[src/rtl/replacement_pkg.sv]
// Shared types and helpers for the set-associative true-LRU replacement unit.
// Latency: n/a (types, constants and constant functions only).
// Backpressure: n/a.
//
// The per-set state struct is sized for the largest supported associativity
// (16 ways, 4-bit ages). This lets one package type serve every legal
// parameterisation. Lanes at or above ASSOCIATIVITY keep their reset value
// forever, and victim selection never looks at them.
package replacement_pkg;

   localparam int DEFAULT_ASSOCIATIVITY  = 4;
   localparam int DEFAULT_NUMBER_OF_SETS = 8;

   localparam int MAX_ASSOCIATIVITY = 16;
   localparam int MAX_WAY_WIDTH     = 4;

   // ceil(log2(value)), but never less than 1, so that a single-set build
   // still has a one-bit set index port.
   function automatic int clog2_min1(input int value);
      int result;
      result = 1;
      while ((1 << result) < value) begin
         result = result + 1;
      end
      return result;
   endfunction

   typedef logic [MAX_WAY_WIDTH-1:0] age_t;

   // age[i]  : recency rank of way i (0 = most recent)
   // valid[i]: way i currently holds a line
   typedef struct packed {
      age_t [MAX_ASSOCIATIVITY-1:0] age;
      logic [MAX_ASSOCIATIVITY-1:0] valid;
   } set_state_t;

   // Ages form the identity permutation and every way is invalid. Unused
   // upper lanes get distinct ages too, so they can never alias the oldest
   // age of a smaller configuration.
   function automatic set_state_t reset_set_state();
      set_state_t st;
      st.valid = '0;
      for (int i = 0; i < MAX_ASSOCIATIVITY; i++) begin
         st.age[i] = age_t'(i);
      end
      return st;
   endfunction

endpackage

[src/rtl/lru_set_update.sv]
// Next-state logic for one LRU set: applies an access, then an invalidate.
// Latency: purely combinational; the caller registers the result.
// Backpressure: none; both events are always accepted in the same cycle.
//
// Ports:
//   state_i          current registered state of this set
//   access_en_i      hit or fill of access_way_i this cycle (already set-gated)
//   access_way_i     way being accessed
//   invalidate_en_i  invalidation of invalidate_way_i (already set-gated)
//   invalidate_way_i way being invalidated
//   state_o          state to load at the next clock edge
module lru_set_update
   import replacement_pkg::*;
#(
   parameter int ASSOCIATIVITY = DEFAULT_ASSOCIATIVITY,
   parameter int WAY_WIDTH     = $clog2(ASSOCIATIVITY)
) (
   input  set_state_t           state_i,
   input  logic                 access_en_i,
   input  logic [WAY_WIDTH-1:0] access_way_i,
   input  logic                 invalidate_en_i,
   input  logic [WAY_WIDTH-1:0] invalidate_way_i,
   output set_state_t           state_o
);

   localparam age_t AGE_OLDEST = age_t'(ASSOCIATIVITY - 1);

   set_state_t after_access;
   age_t       access_age;
   age_t       invalidate_age;

   // Access stage: the touched way becomes youngest, and every way that was
   // younger than it ages by one. Ways that were older keep their rank, so
   // the ages stay a permutation.
   always_comb begin
      after_access = state_i;
      access_age   = '0;
      for (int i = 0; i < ASSOCIATIVITY; i++) begin
         if (WAY_WIDTH'(i) == access_way_i) begin
            access_age = state_i.age[i];
         end
      end
      if (access_en_i) begin
         for (int i = 0; i < ASSOCIATIVITY; i++) begin
            if (WAY_WIDTH'(i) == access_way_i) begin
               after_access.age[i]   = '0;
               after_access.valid[i] = 1'b1;
            end else if (state_i.age[i] < access_age) begin
               after_access.age[i] = state_i.age[i] + age_t'(1);
            end
         end
      end
   end

   // Invalidate stage: works on the post-access state. This makes an access
   // and an invalidate of the same way in one cycle net out to an invalid,
   // oldest way. Ways older than the invalidated one move up one rank to
   // close the gap it leaves.
   always_comb begin
      state_o        = after_access;
      invalidate_age = '0;
      for (int i = 0; i < ASSOCIATIVITY; i++) begin
         if (WAY_WIDTH'(i) == invalidate_way_i) begin
            invalidate_age = after_access.age[i];
         end
      end
      if (invalidate_en_i) begin
         for (int i = 0; i < ASSOCIATIVITY; i++) begin
            if (WAY_WIDTH'(i) == invalidate_way_i) begin
               state_o.age[i]   = AGE_OLDEST;
               state_o.valid[i] = 1'b0;
            end else if (after_access.age[i] > invalidate_age) begin
               state_o.age[i] = after_access.age[i] - age_t'(1);
            end
         end
      end
   end

endmodule

[src/rtl/set_associative_replacement_unit.sv]
// Per-set true-LRU victim selection with valid tracking for a set-assoc cache.
// Latency: updates land one cycle after the enable; lookup is zero-cycle (comb).
// Backpressure: none; access and invalidate are accepted every cycle.
//
// Ports:
//   clock            rising-edge clock for all state
//   reset            asynchronous active-low reset; clears every set
//   accessEnable     hit/fill of accessWay in accessSet
//   accessSet/Way    location of the access
//   invalidateEnable invalidation of invalidateWay in invalidateSet
//   invalidateSet/Way location of the invalidation
//   querySet         set whose victim is requested
//   replacementWay   lowest invalid way, or the LRU way when the set is full
//   setFull          every way of querySet is valid
module set_associative_replacement_unit
   import replacement_pkg::*;
#(
   parameter int NUMBER_OF_SETS = DEFAULT_NUMBER_OF_SETS,
   parameter int ASSOCIATIVITY  = DEFAULT_ASSOCIATIVITY,
   parameter int SET_WIDTH      = clog2_min1(NUMBER_OF_SETS),
   parameter int WAY_WIDTH      = $clog2(ASSOCIATIVITY)
) (
   input  logic                 clock,
   input  logic                 reset,
   input  logic                 accessEnable,
   input  logic [SET_WIDTH-1:0] accessSet,
   input  logic [WAY_WIDTH-1:0] accessWay,
   input  logic                 invalidateEnable,
   input  logic [SET_WIDTH-1:0] invalidateSet,
   input  logic [WAY_WIDTH-1:0] invalidateWay,
   input  logic [SET_WIDTH-1:0] querySet,
   output logic [WAY_WIDTH-1:0] replacementWay,
   output logic                 setFull
);

   localparam age_t AGE_OLDEST = age_t'(ASSOCIATIVITY - 1);

   set_state_t state_q [NUMBER_OF_SETS];
   set_state_t state_d [NUMBER_OF_SETS];

   // One update block per set. The shared access/invalidate buses are decoded
   // into per-set enables, so events aimed at different sets in the same
   // cycle update independently.
   for (genvar s = 0; s < NUMBER_OF_SETS; s++) begin : g_set
      logic set_access_en;
      logic set_invalidate_en;

      assign set_access_en     = accessEnable     && (accessSet     == SET_WIDTH'(s));
      assign set_invalidate_en = invalidateEnable && (invalidateSet == SET_WIDTH'(s));

      lru_set_update #(
         .ASSOCIATIVITY (ASSOCIATIVITY),
         .WAY_WIDTH     (WAY_WIDTH)
      ) u_lru_set_update (
         .state_i          (state_q[s]),
         .access_en_i      (set_access_en),
         .access_way_i     (accessWay),
         .invalidate_en_i  (set_invalidate_en),
         .invalidate_way_i (invalidateWay),
         .state_o          (state_d[s])
      );
   end

   always_ff @(posedge clock or negedge reset) begin
      if (!reset) begin
         for (int s = 0; s < NUMBER_OF_SETS; s++) begin
            state_q[s] <= reset_set_state();
         end
      end else begin
         for (int s = 0; s < NUMBER_OF_SETS; s++) begin
            state_q[s] <= state_d[s];
         end
      end
   end

   // Victim selection reads registered state only. A query of a set that is
   // being updated this cycle therefore sees the pre-update state.
   //   - Any invalid way wins, and the lowest index is taken (the descending
   //     scan leaves the lowest hit last).
   //   - Otherwise the way whose age equals ASSOCIATIVITY-1 is the LRU way.
   //     The permutation invariant guarantees there is exactly one such way.
   logic                 any_invalid;
   logic [WAY_WIDTH-1:0] first_invalid;
   logic [WAY_WIDTH-1:0] oldest_way;

   always_comb begin
      any_invalid   = 1'b0;
      first_invalid = '0;
      oldest_way    = '0;
      for (int i = ASSOCIATIVITY - 1; i >= 0; i--) begin
         if (!state_q[querySet].valid[i]) begin
            any_invalid   = 1'b1;
            first_invalid = WAY_WIDTH'(i);
         end
      end
      for (int i = 0; i < ASSOCIATIVITY; i++) begin
         if (state_q[querySet].age[i] == AGE_OLDEST) begin
            oldest_way = WAY_WIDTH'(i);
         end
      end
      replacementWay = any_invalid ? first_invalid : oldest_way;
      setFull        = ~any_invalid;
   end

endmodule

[config.mk]
export PLATFORM = sky130hd
export DESIGN_NAME = set_associative_replacement_unit
export DESIGN_NICKNAME = d
export VERILOG_FILES = /design/src/rtl/replacement_pkg.sv /design/src/rtl/lru_set_update.sv /design/src/rtl/set_associative_replacement_unit.sv
export SDC_FILE = /design/constraint.sdc
export NUM_CORES = 1
export LEC_CHECK = 0
export BUFFER_PORTS_ARGS = -buffer_cell sky130_fd_sc_hd__buf_2
export CAP_MARGIN = 20
export CORE_ASPECT_RATIO = 0.9
export CORE_MARGIN = 5
export CORE_UTILIZATION = 25
export CTS_BUF_LIST = sky130_fd_sc_hd__clkbuf_2
export CTS_CLUSTER_DIAMETER = 60
export CTS_CLUSTER_SIZE = 20
export DETAILED_ROUTE_END_ITERATION = 12
export PLACE_DENSITY = 0.37
export SYNTH_ARGS = -nofsm -noshare
export SYNTH_HDL_FRONTEND = slang
export SYNTH_SLANG_ARGS = --single-unit
[constraint.sdc]
create_clock -name clock -period 5.4 [get_ports clock]
set_clock_uncertainty 0.15 [all_clocks]
set_input_delay 1.08 -clock clock [delete_from_list [all_inputs] [get_ports clock]]
set_output_delay 1.08 -clock clock [all_outputs]
set_load 0.05 [all_outputs]
# Word level (Yosys, flattened, before mapping)
# Index checks and enable logic that the tools add are counted.
word_totals:
  wordCells: 517
  inputBits: 17
  regBits: 160
op_classes:
  n_mux: 303
  n_reduce_logical: 20
  eq_ne: 23
  magnitude_cmp: 65
  bitwise: 2
  n_addsub: 64
op_table:
  columns: ["cell", "count"]
  rows:
  - ["two-way mux 4 bit", 208]
  - ["two-way mux 16 bit", 16]
  - ["binary-select mux 80 bit (select 3 bit)", 1]
  - ["adder 4 x 1 -> 4 bit, second input constant", 32]
  - ["greater-than comparator 4 bit", 32]
  - ["less-than comparator 4 bit", 32]
  - ["subtractor 4 x 1 -> 4 bit, second input constant", 32]
  - ["two-way mux 1 bit", 69]
  - ["two-way mux 32 bit", 2]
  - ["== test 3 bit, second input constant", 8]
  - ["logical AND 1 bit", 16]
  - ["two-way mux 2 bit", 7]
  - ["== test 3 x 2 -> 1 bit, second input constant", 4]
  - ["== test 4 x 2 -> 1 bit, second input constant", 3]
  - ["== test 2 bit, first input constant", 4]
  - ["== test 3 x 1 -> 1 bit, second input constant", 2]
  - ["zero test 3 bit", 2]
  - ["== test 1 x 2 -> 1 bit, first input constant", 2]
  - ["greater-or-equal comparator 4 bit, second input constant", 1]
  - ["zero test 2 bit", 2]
  - ["inverter 3 -> 4 bit", 1]
  - ["inverter 1 bit", 1]

# Logic depth before layout (Yosys ltp)
# Gate-level depths: netlist of the first run.
logic_depth:
  word_depth: 17
  ltp_mapped: 26

# Modules after synthesis
# Synthesis of the first run repeated with hierarchy kept, for this count alone.
hier_totals:
  hier_cells: 3481
  hier_area_um2: 37368.3
modules_own_cells:
  columns: ["mod", "n_inst", "seq_area_each_um2", "cells_per_inst", "area_each_um2"]
  rows:
  - ["set_associative_replacement_unit", 1, 16335.7, 737, 17174.0]
  - ["lru_set_update (g_set[3].u_lru_set_update ...)", 4, 0.0, 346, 2597.5]
  - ["lru_set_update (g_set[0].u_lru_set_update ...)", 4, 0.0, 340, 2451.1]

# Least setup slack after synthesis of the first run
# No wires, ideal clock.
synth_path:
  path_type: "input port to flip-flop"
  startpoint: "input accessWay[0]"
  endpoint: "register state_q[502] (netlist name)"
  setup_slack_ps: -1262
  setup_time_ps: 140
  n_path_buf: 5
  path_stages: 24
  required_ps: 5110
  arrival_time_ps: 6372
  cell_sequence: "buf_6 -> buf_6 -> buf_6 -> buf_6 -> buf_1 -> mux4_2 -> inv_1 -> ha_1 -> or2_2 -> a21oi_1 -> a21o_1 -> nand2_1 -> or3_1 -> a21oi_1 -> inv_1 -> mux4_2 -> ha_1 -> and2_1 -> nand2_1 -> o22ai_1 -> o21bai_1 -> a311oi_2 -> mux2i_1 -> a211oi_1"
synth_rtl:
  columns: ["item", "line_no", "text"]
  rows:
  - ["start, declared", "set_associative_replacement_unit.sv:27", "input logic [WAY_WIDTH-1:0] accessWay,"]
  - ["end signal, assigned by index", "set_associative_replacement_unit.sv:67", "state_q[s] <= reset_set_state();"]
  - ["end signal, assigned by index", "set_associative_replacement_unit.sv:71", "state_q[s] <= state_d[s];"]
  - ["end, declared", "set_associative_replacement_unit.sv:38", "set_state_t state_q [NUMBER_OF_SETS];"]

# Worst setup path after layout of the first run
layout_path:
  startpoint: "register state_q[100] (netlist name)"
  endpoint: "output replacementWay[0]"
layout_between:
  elab_chain_cells: 8
layout_rtl:
  columns: ["item", "line_no", "text"]
  rows:
  - ["binary-select mux 80 bit (select 3 bit)", "set_associative_replacement_unit.sv:97", "if (state_q[querySet].age[i] == AGE_OLDEST) begin"]
  - ["two-way mux 32 bit (2 in series)", null, null]
  - ["== test 4 x 2 -> 1 bit", "set_associative_replacement_unit.sv:97", null]
  - ["two-way mux 1 bit", "set_associative_replacement_unit.sv:97", null]
  - ["two-way mux 2 bit (2 in series)", "set_associative_replacement_unit.sv:97", null]
  - ["two-way mux 2 bit", "set_associative_replacement_unit.sv:101", "replacementWay = any_invalid ? first_invalid : oldest_way;"]
  - ["end, declared", "set_associative_replacement_unit.sv:32", "output logic [WAY_WIDTH-1:0] replacementWay,"]
# No other way between the ends. The select of a mux whose other input is x is not followed.

==> results.json, run 1 <==
{
  "synth_edf_count": 0,
  "die_area_um2": 88200,
  "drc_errors": 0,
  "dp.cells": 3897,
  "synth_area_per_cell_um2": 8.30,
  "critPathLaunchType": "flop",
  "die_height_um": 282,
  "netlist_instances": 2483,
  "nets": 3130,
  "min_period_ns": 5.23,
  "relSlewSlack_pct": 30.1,
  "synth_async_sr_flop_share_pct": 100,
  "cp-end-kind": "output pin",
  "required_ns": 4.17,
  "final-seq-area_um2": 4040,
  "multiInputGateArea_um2": 16600,
  "grt_pass1_wl_um": 135000,
  "slew_violations": 0,
  "crit_fanout": 8,
  "gp_congestion": 0.876,
  "cts_tree": "built",
  "p_per_area_nw_per_um2": 448,
  "post-route-util_pct": 32.4,
  "synth-seq-cells": 160,
  "finalInstanceArea_um2": 26300,
  "root_buffer": "clkbuf_2",
  "netlist_area_um2": 20600,
  "pre_cts_ws_ns": -0.508,
  "dr.first_iter.drc_count": 1519,
  "synth_area_leaders": "dfrtp_1, ha_1, mux4_2",
  "dpl.hpwl_um": 70800,
  "drv_cap": 0,
  "ctsHtreeMaxLevel": 4,
  "finalNonFillerCells": 3939,
  "clk_latency_ns": 1.14,
  "postCtsSetupRepairBufs": 0,
  "via_count": 21300,
  "numClockSinks": 160,
  "syn_to_final_growth_pct": 27.9,
  "drive_gt1_share_pct": 30.3,
  "final-hold-violation-count": 0,
  "cts_buffers": 17,
  "top_register": "state_q",
  "fmax_mhz": 191,
  "slowest_stage": "dfstp_2",
  "cpMostUsedCell": "nand2_1",
  "fill_cells": 8525,
  "grt_pass1_vias": 21400,
  "clk_pin_slew_ns": 0.30,
  "ant_nets": 0,
  "reg_top3": "state_q x160",
  "setup_violations": 0,
  "yosys_warnings": 0,
  "ir_drop_mv": 0.216,
  "final_common_cell": "buf_4",
  "antenna_found_initial": 11,
  "grt_util_all_layers_pct": 20.0,
  "ys_seq_area_share_pct": 19.6,
  "tightest_slew_ns": 1.05,
  "path_cells": "nand2_1 -> nor4_1 -> a41oi_1 -> mux4_2 -> o211ai_1 -> nand2_1 -> a21boi_0 -> buf_4 -> buf_2",
  "core_area_um2": 81400,
  "floorplan.initialDensity_pct": 25.3,
  "arrival_ns": 4.00,
  "status": "complete, no violations",
  "largest_reg_flops": 160,
  "slowest_delay_ns": 0.70,
  "yosysTopAreaCell": "dfrtp_1",
  "hold_class": "input pin to async pin",
  "grt_remaining_overflow": 0,
  "drtPass1Iterations": 5,
  "post-route-period-util_pct": 96.8,
  "port_buffers": 19,
  "synth_nets": 2756,
  "dieWidth_um": 313,
  "ios": 20,
  "wirelength_um": 89300,
  "cts_buffer_depth": 2,
  "grt_max_degree": 100,
  "via_per_inst": 5.42,
  "reg2reg_depth": 20,
  "synth_ff_type": "dfrtp_1",
  "p_leak_uw": 0.0111,
  "layout_setup_ws_ns": 0.172,
  "dpl_cell_area_um2": 26100,
  "synth_top_area_share_pct": 15.6,
  "critPathKind": "flop to output pin",
  "r2r_setup_slack_ns": 0.48,
  "wl_per_cell_um": 22.7,
  "hold_slack_ns": 0.323,
  "rows": 99,
  "most-common-layout-cells": "buf_4, nor2_1, ha_1",
  "synth_cell_types": 112
}
critical path, delay by kind of cell (launching register included):
kind | cells | cell delay (ns)
flip-flops | 1 | 0.70
AO/OA/AOI/OAI | 3 | 0.63
multiplexers | 1 | 0.52
buffers and inverters | 2 | 0.47
AND/OR/NAND/NOR | 3 | 0.55
kinds of logic after synthesis:
family	share of synthesized area [%]
AO/OA/AOI/OAI	22.9
multiplexers	9.76
adder cells (fa/ha/maj)	15.6
XOR/XNOR	4.00
flip-flops	19.6
buffers and inverters	4.96
AND/OR/NAND/NOR	23.2
layout make-up:
class / instances / share of cell area [%]
Antenna cell: 9 / 0.0855
Timing Repair Buffer: 460 / 13.4
Sequential cell: 160 / 15.4
Multi-Input combinational cell: 2077 / 63.2
Clock buffer: 20 / 0.380
Inverter: 141 / 2.07
Tap cell: 1060 / 5.03
Clock inverter: 12 / 0.541
what timing repair did:
action / CTS / global route
resized for setup: 0 / 0
endpoints found under the hold margin: 46 / 0
hold buffers: 1 / 0
layer usage:
metal	GRT usage, %	routed length [um]	part of all wire, %	up-vias
li1	-	-	-	10200
met1	28.6	44600	50	10600
met2	31.0	38700	43	440
met3	3.83	4160	4.7	93
met4	5.36	1900	2.1	6
met5	0	39	0.044	-
cells in the mapped netlist, types with 14 or more instances:
master and n:
mux2_2 14, nor2b_1 15, inv_1 137, xor2_1 54
or3_1 29, o21a_1 25, xnor2_1 40, a21o_1 19
o31ai_1 16, a221oi_1 24, nor3_1 87, dfrtp_1 128
and2_1 17, o21ai_0 80, nand2_1 197, ha_1 256
nor4_1 34, nand4_1 58, nand3_1 65, a22oi_1 20
clkbuf_1 75, nor2_1 278, dfstp_2 32, nand2b_1 20
mux4_2 58, or2_2 38, a31oi_1 32, a211oi_1 39
mux2i_1 48, and3_1 23, a21oi_1 164, a211o_1 17
o211ai_1 25
worst paths after layout:
| check | start | endpoint |
|---|---|---|
| setup / recovery | state_q[100] | replacementWay[0] |
| hold / removal | reset | state_q[342] |
| setup reg to reg | state_q[510] | state_q[505] |
| hold reg to reg | state_q[83] | state_q[83] |
| max in group asynchronous | reset | state_q[183] |
| min in group clock | invalidateSet[0] | state_q[3] |
report_power, final:
group | leakage [uW] | internal [uW] | switching [uW]
combinational | 0.00906 | 4160 | 4480
sequential | 0.00190 | 1610 | 763
clock | 0.000143 | 260 | 530
per-stage QoR:
stage / TNS, ns / total power (uW)
after floorplan: -16.58 / 7850
after global placement: -35.30 / 10800
after detailed placement: -41.75 / 10900
after CTS: 0 / 11800
after global routing: -0.0541 / 12900
final: 0 / 11800
(Power assumes the default switching activity.)
==> run 2: changes to the inputs <==
--- a/config.mk
+++ b/config.mk
@@ -5,7 +5,7 @@
 export SDC_FILE = /design/constraint.sdc
 export NUM_CORES = 1
 export LEC_CHECK = 0
-export BUFFER_PORTS_ARGS = -buffer_cell sky130_fd_sc_hd__buf_2
+export BUFFER_PORTS_ARGS = -buffer_cell sky130_fd_sc_hd__clkbuf_2
 export CAP_MARGIN = 20
 export CORE_ASPECT_RATIO = 0.9
 export CORE_MARGIN = 5
@@ -15,6 +15,7 @@
 export CTS_CLUSTER_SIZE = 20
 export DETAILED_ROUTE_END_ITERATION = 12
 export PLACE_DENSITY = 0.37
+export SKIP_CTS_REPAIR_TIMING = 1
 export SYNTH_ARGS = -nofsm -noshare
 export SYNTH_HDL_FRONTEND = slang
 export SYNTH_SLANG_ARGS = --single-unit
==> constraint.sdc (replaced) <==
create_clock -name clock -period 5.8 [get_ports clock]
set_clock_uncertainty 0.15 [all_clocks]
set_input_delay 1.16 -clock clock [delete_from_list [all_inputs] [get_ports clock]]
set_output_delay 1.16 -clock clock [all_outputs]
set_load 0.05 [all_outputs]
==> results.json, run 2 (same netlist as run 1, synthesis figures left out) <==
{
  "core_area_um2": 81400,
  "gp_congestion": 0.894,
  "hold_depth": 2,
  "cts_buffer_depth": 2,
  "slowest_delay_ns": 0.83,
  "power.share.clock_pct": 7.2,
  "critPathLaunchType": "input pin",
  "numClockSinks": 160,
  "drc_errors": 0,
  "dr.first_iter.drc_count": 1557,
  "clk_latency_ns": 1.11,
  "grt_util_all_layers_pct": 19.5,
  "grt_remaining_overflow": 0,
  "wl_per_cell_um": 22.5,
  "cts_buffers": 17,
  "dpl.hpwl_um": 68000,
  "status": "complete, no violations",
  "critPathKind": "input pin to output pin",
  "dieWidth_um": 313,
  "fmax_mhz": 189,
  "required_ns": 4.49,
  "crit_fanout": 20,
  "ant_nets": 0,
  "via_count": 21200,
  "relSlewSlack_pct": 35.9,
  "crit_family": "buffers and inverters",
  "min_period_ns": 5.30,
  "setup_violations": 0,
  "ir_drop_mv": 0.154,
  "hold_class": "flop to flop",
  "slowest_stage": "o41ai_1",
  "floorplan.initialDensity_pct": 25.3,
  "antenna_found_initial": 10,
  "largest_reg_flops": 160,
  "pre_cts_ws_ns": -0.291,
  "via_per_inst": 5.48,
  "drv_cap": 0,
  "dpl_cell_area_um2": 24700,
  "combPwrFrac_pct": 71.4,
  "cts_tree": "built",
  "ios": 20,
  "final-hold-violation-count": 0,
  "grt_max_degree": 94,
  "grt_pass1_wl_um": 132000,
  "cpMostUsedCell": "buf_4",
  "die_area_um2": 88200,
  "ctsHtreeMaxLevel": 4,
  "die_height_um": 282,
  "fill_cells": 8627,
  "p_switching_uw": 5100,
  "port_buffers": 19,
  "clk_pin_slew_ns": 0.24,
  "seqPwrFrac_pct": 21.4,
  "cp-end-kind": "output pin",
  "post-route-period-util_pct": 91.3,
  "rows": 99,
  "root_buffer": "clkbuf_2",
  "arrival_ns": 3.99,
  "p_total_uw": 10400,
  "most-common-layout-cells": "buf_4, nor2_1, ha_1",
  "sw_frac_of_total_pct": 49.3,
  "dp.cells": 3831,
  "rsz0062_at_grt": "no",
  "layout_setup_ws_ns": 0.503,
  "final_common_cell": "buf_4",
  "reg2reg_depth": 20,
  "slew_violations": 0,
  "finalSetupTns_ns": 0,
  "reg_top3": "state_q x160",
  "worst-path-buf-inv": 5,
  "p_leak_uw": 0.0107,
  "drive_gt1_share_pct": 24.3,
  "finalInstanceArea_um2": 25000,
  "internal-power_uw": 5260,
  "drtPass1Iterations": 5,
  "syn_to_final_growth_pct": 21.3,
  "top_register": "state_q",
  "path_cells": "clkbuf_2 -> buf_4 -> o41ai_1 -> buf_4 -> mux4_2 -> nor2_1 -> a21oi_1 -> buf_4 -> clkbuf_2",
  "finalNonFillerCells": 3875,
  "grt_pass1_vias": 21100,
  "nets": 3064,
  "wirelength_um": 87300,
  "tightest_slew_ns": 0.949,
  "path_depth": 9,
  "p_per_area_nw_per_um2": 414
}
-- run 2: worst register-to-register path, stage by stage (launching register included) --
cell     delay, ns
dfrtp_1       0.53
mux4_2        0.51
inv_2         0.13
ha_1          0.24
or2_2         0.27
a21oi_1       0.14
a21oi_1       0.08
nor2_1        0.19
nand4_1       0.11
xor2_1        0.16
or2_4         0.23
mux4_2        0.59
ha_4          0.31
a21oi_2       0.15
a31oi_1       0.06
a21oi_1       0.17
o41ai_2       0.10
nor3_2        0.18
buf_4         0.17
nor4_1        0.05
a311o_1       0.33
-- run 2: stage by stage --
step | utilization [%] | hold slack (ns)
after floorplan | - | 0.309
after global placement | 30.4 | 0.357
after detailed placement | 30.4 | 0.363
after CTS | 30.7 | -0.144
after global routing | 30.7 | 0.445
final | 30.7 | 0.407
-- run 2: power groups by stage --
stage,combinational (uW),sequential [uW],clock [uW]
finish,7400,2210,750
global route,8280,2260,817
CTS,7380,2200,783
detailed placement,7340,2210,0
global placement,7150,2220,0
floorplan,4940,1870,0
-- run 2: path summary, 6_finish.rpt --
path	end	slack (ns)	start
min in group asynchronous	state_q[111]	0.47	reset
min reg2reg	state_q[163]	0.41	state_q[163]
min	state_q[163]	0.41	state_q[163]
max in group asynchronous	state_q[180]	3.75	reset
max	replacementWay[1]	0.50	querySet[0]
max reg2reg	state_q[507]	0.82	state_q[510]
-- run 2: metal layers --
metal | GRT usage [%] | vias up | wire length, um
li1 | - | 10100 | -
met1 | 28.1 | 10500 | 42900
met2 | 30.0 | 547 | 37500
met3 | 3.94 | 109 | 5180
met4 | 4.58 | 12 | 1650
met5 | 0 | - | 89
-- run 2: area by class of cell --
| type | count | area [um^2] | share of cell area, % |
|---|---|---|---|
| Antenna cell | 11 | 27.5 | 0.110 |
| Clock buffer | 21 | 105 | 0.421 |
| Clock inverter | 11 | 140 | 0.561 |
| Inverter | 141 | 529 | 2.12 |
| Multi-Input combinational cell | 2077 | 15800 | 63.3 |
| Sequential cell | 160 | 4040 | 16.2 |
| Tap cell | 1060 | 1330 | 5.31 |
| Timing Repair Buffer | 394 | 2990 | 12.0 |
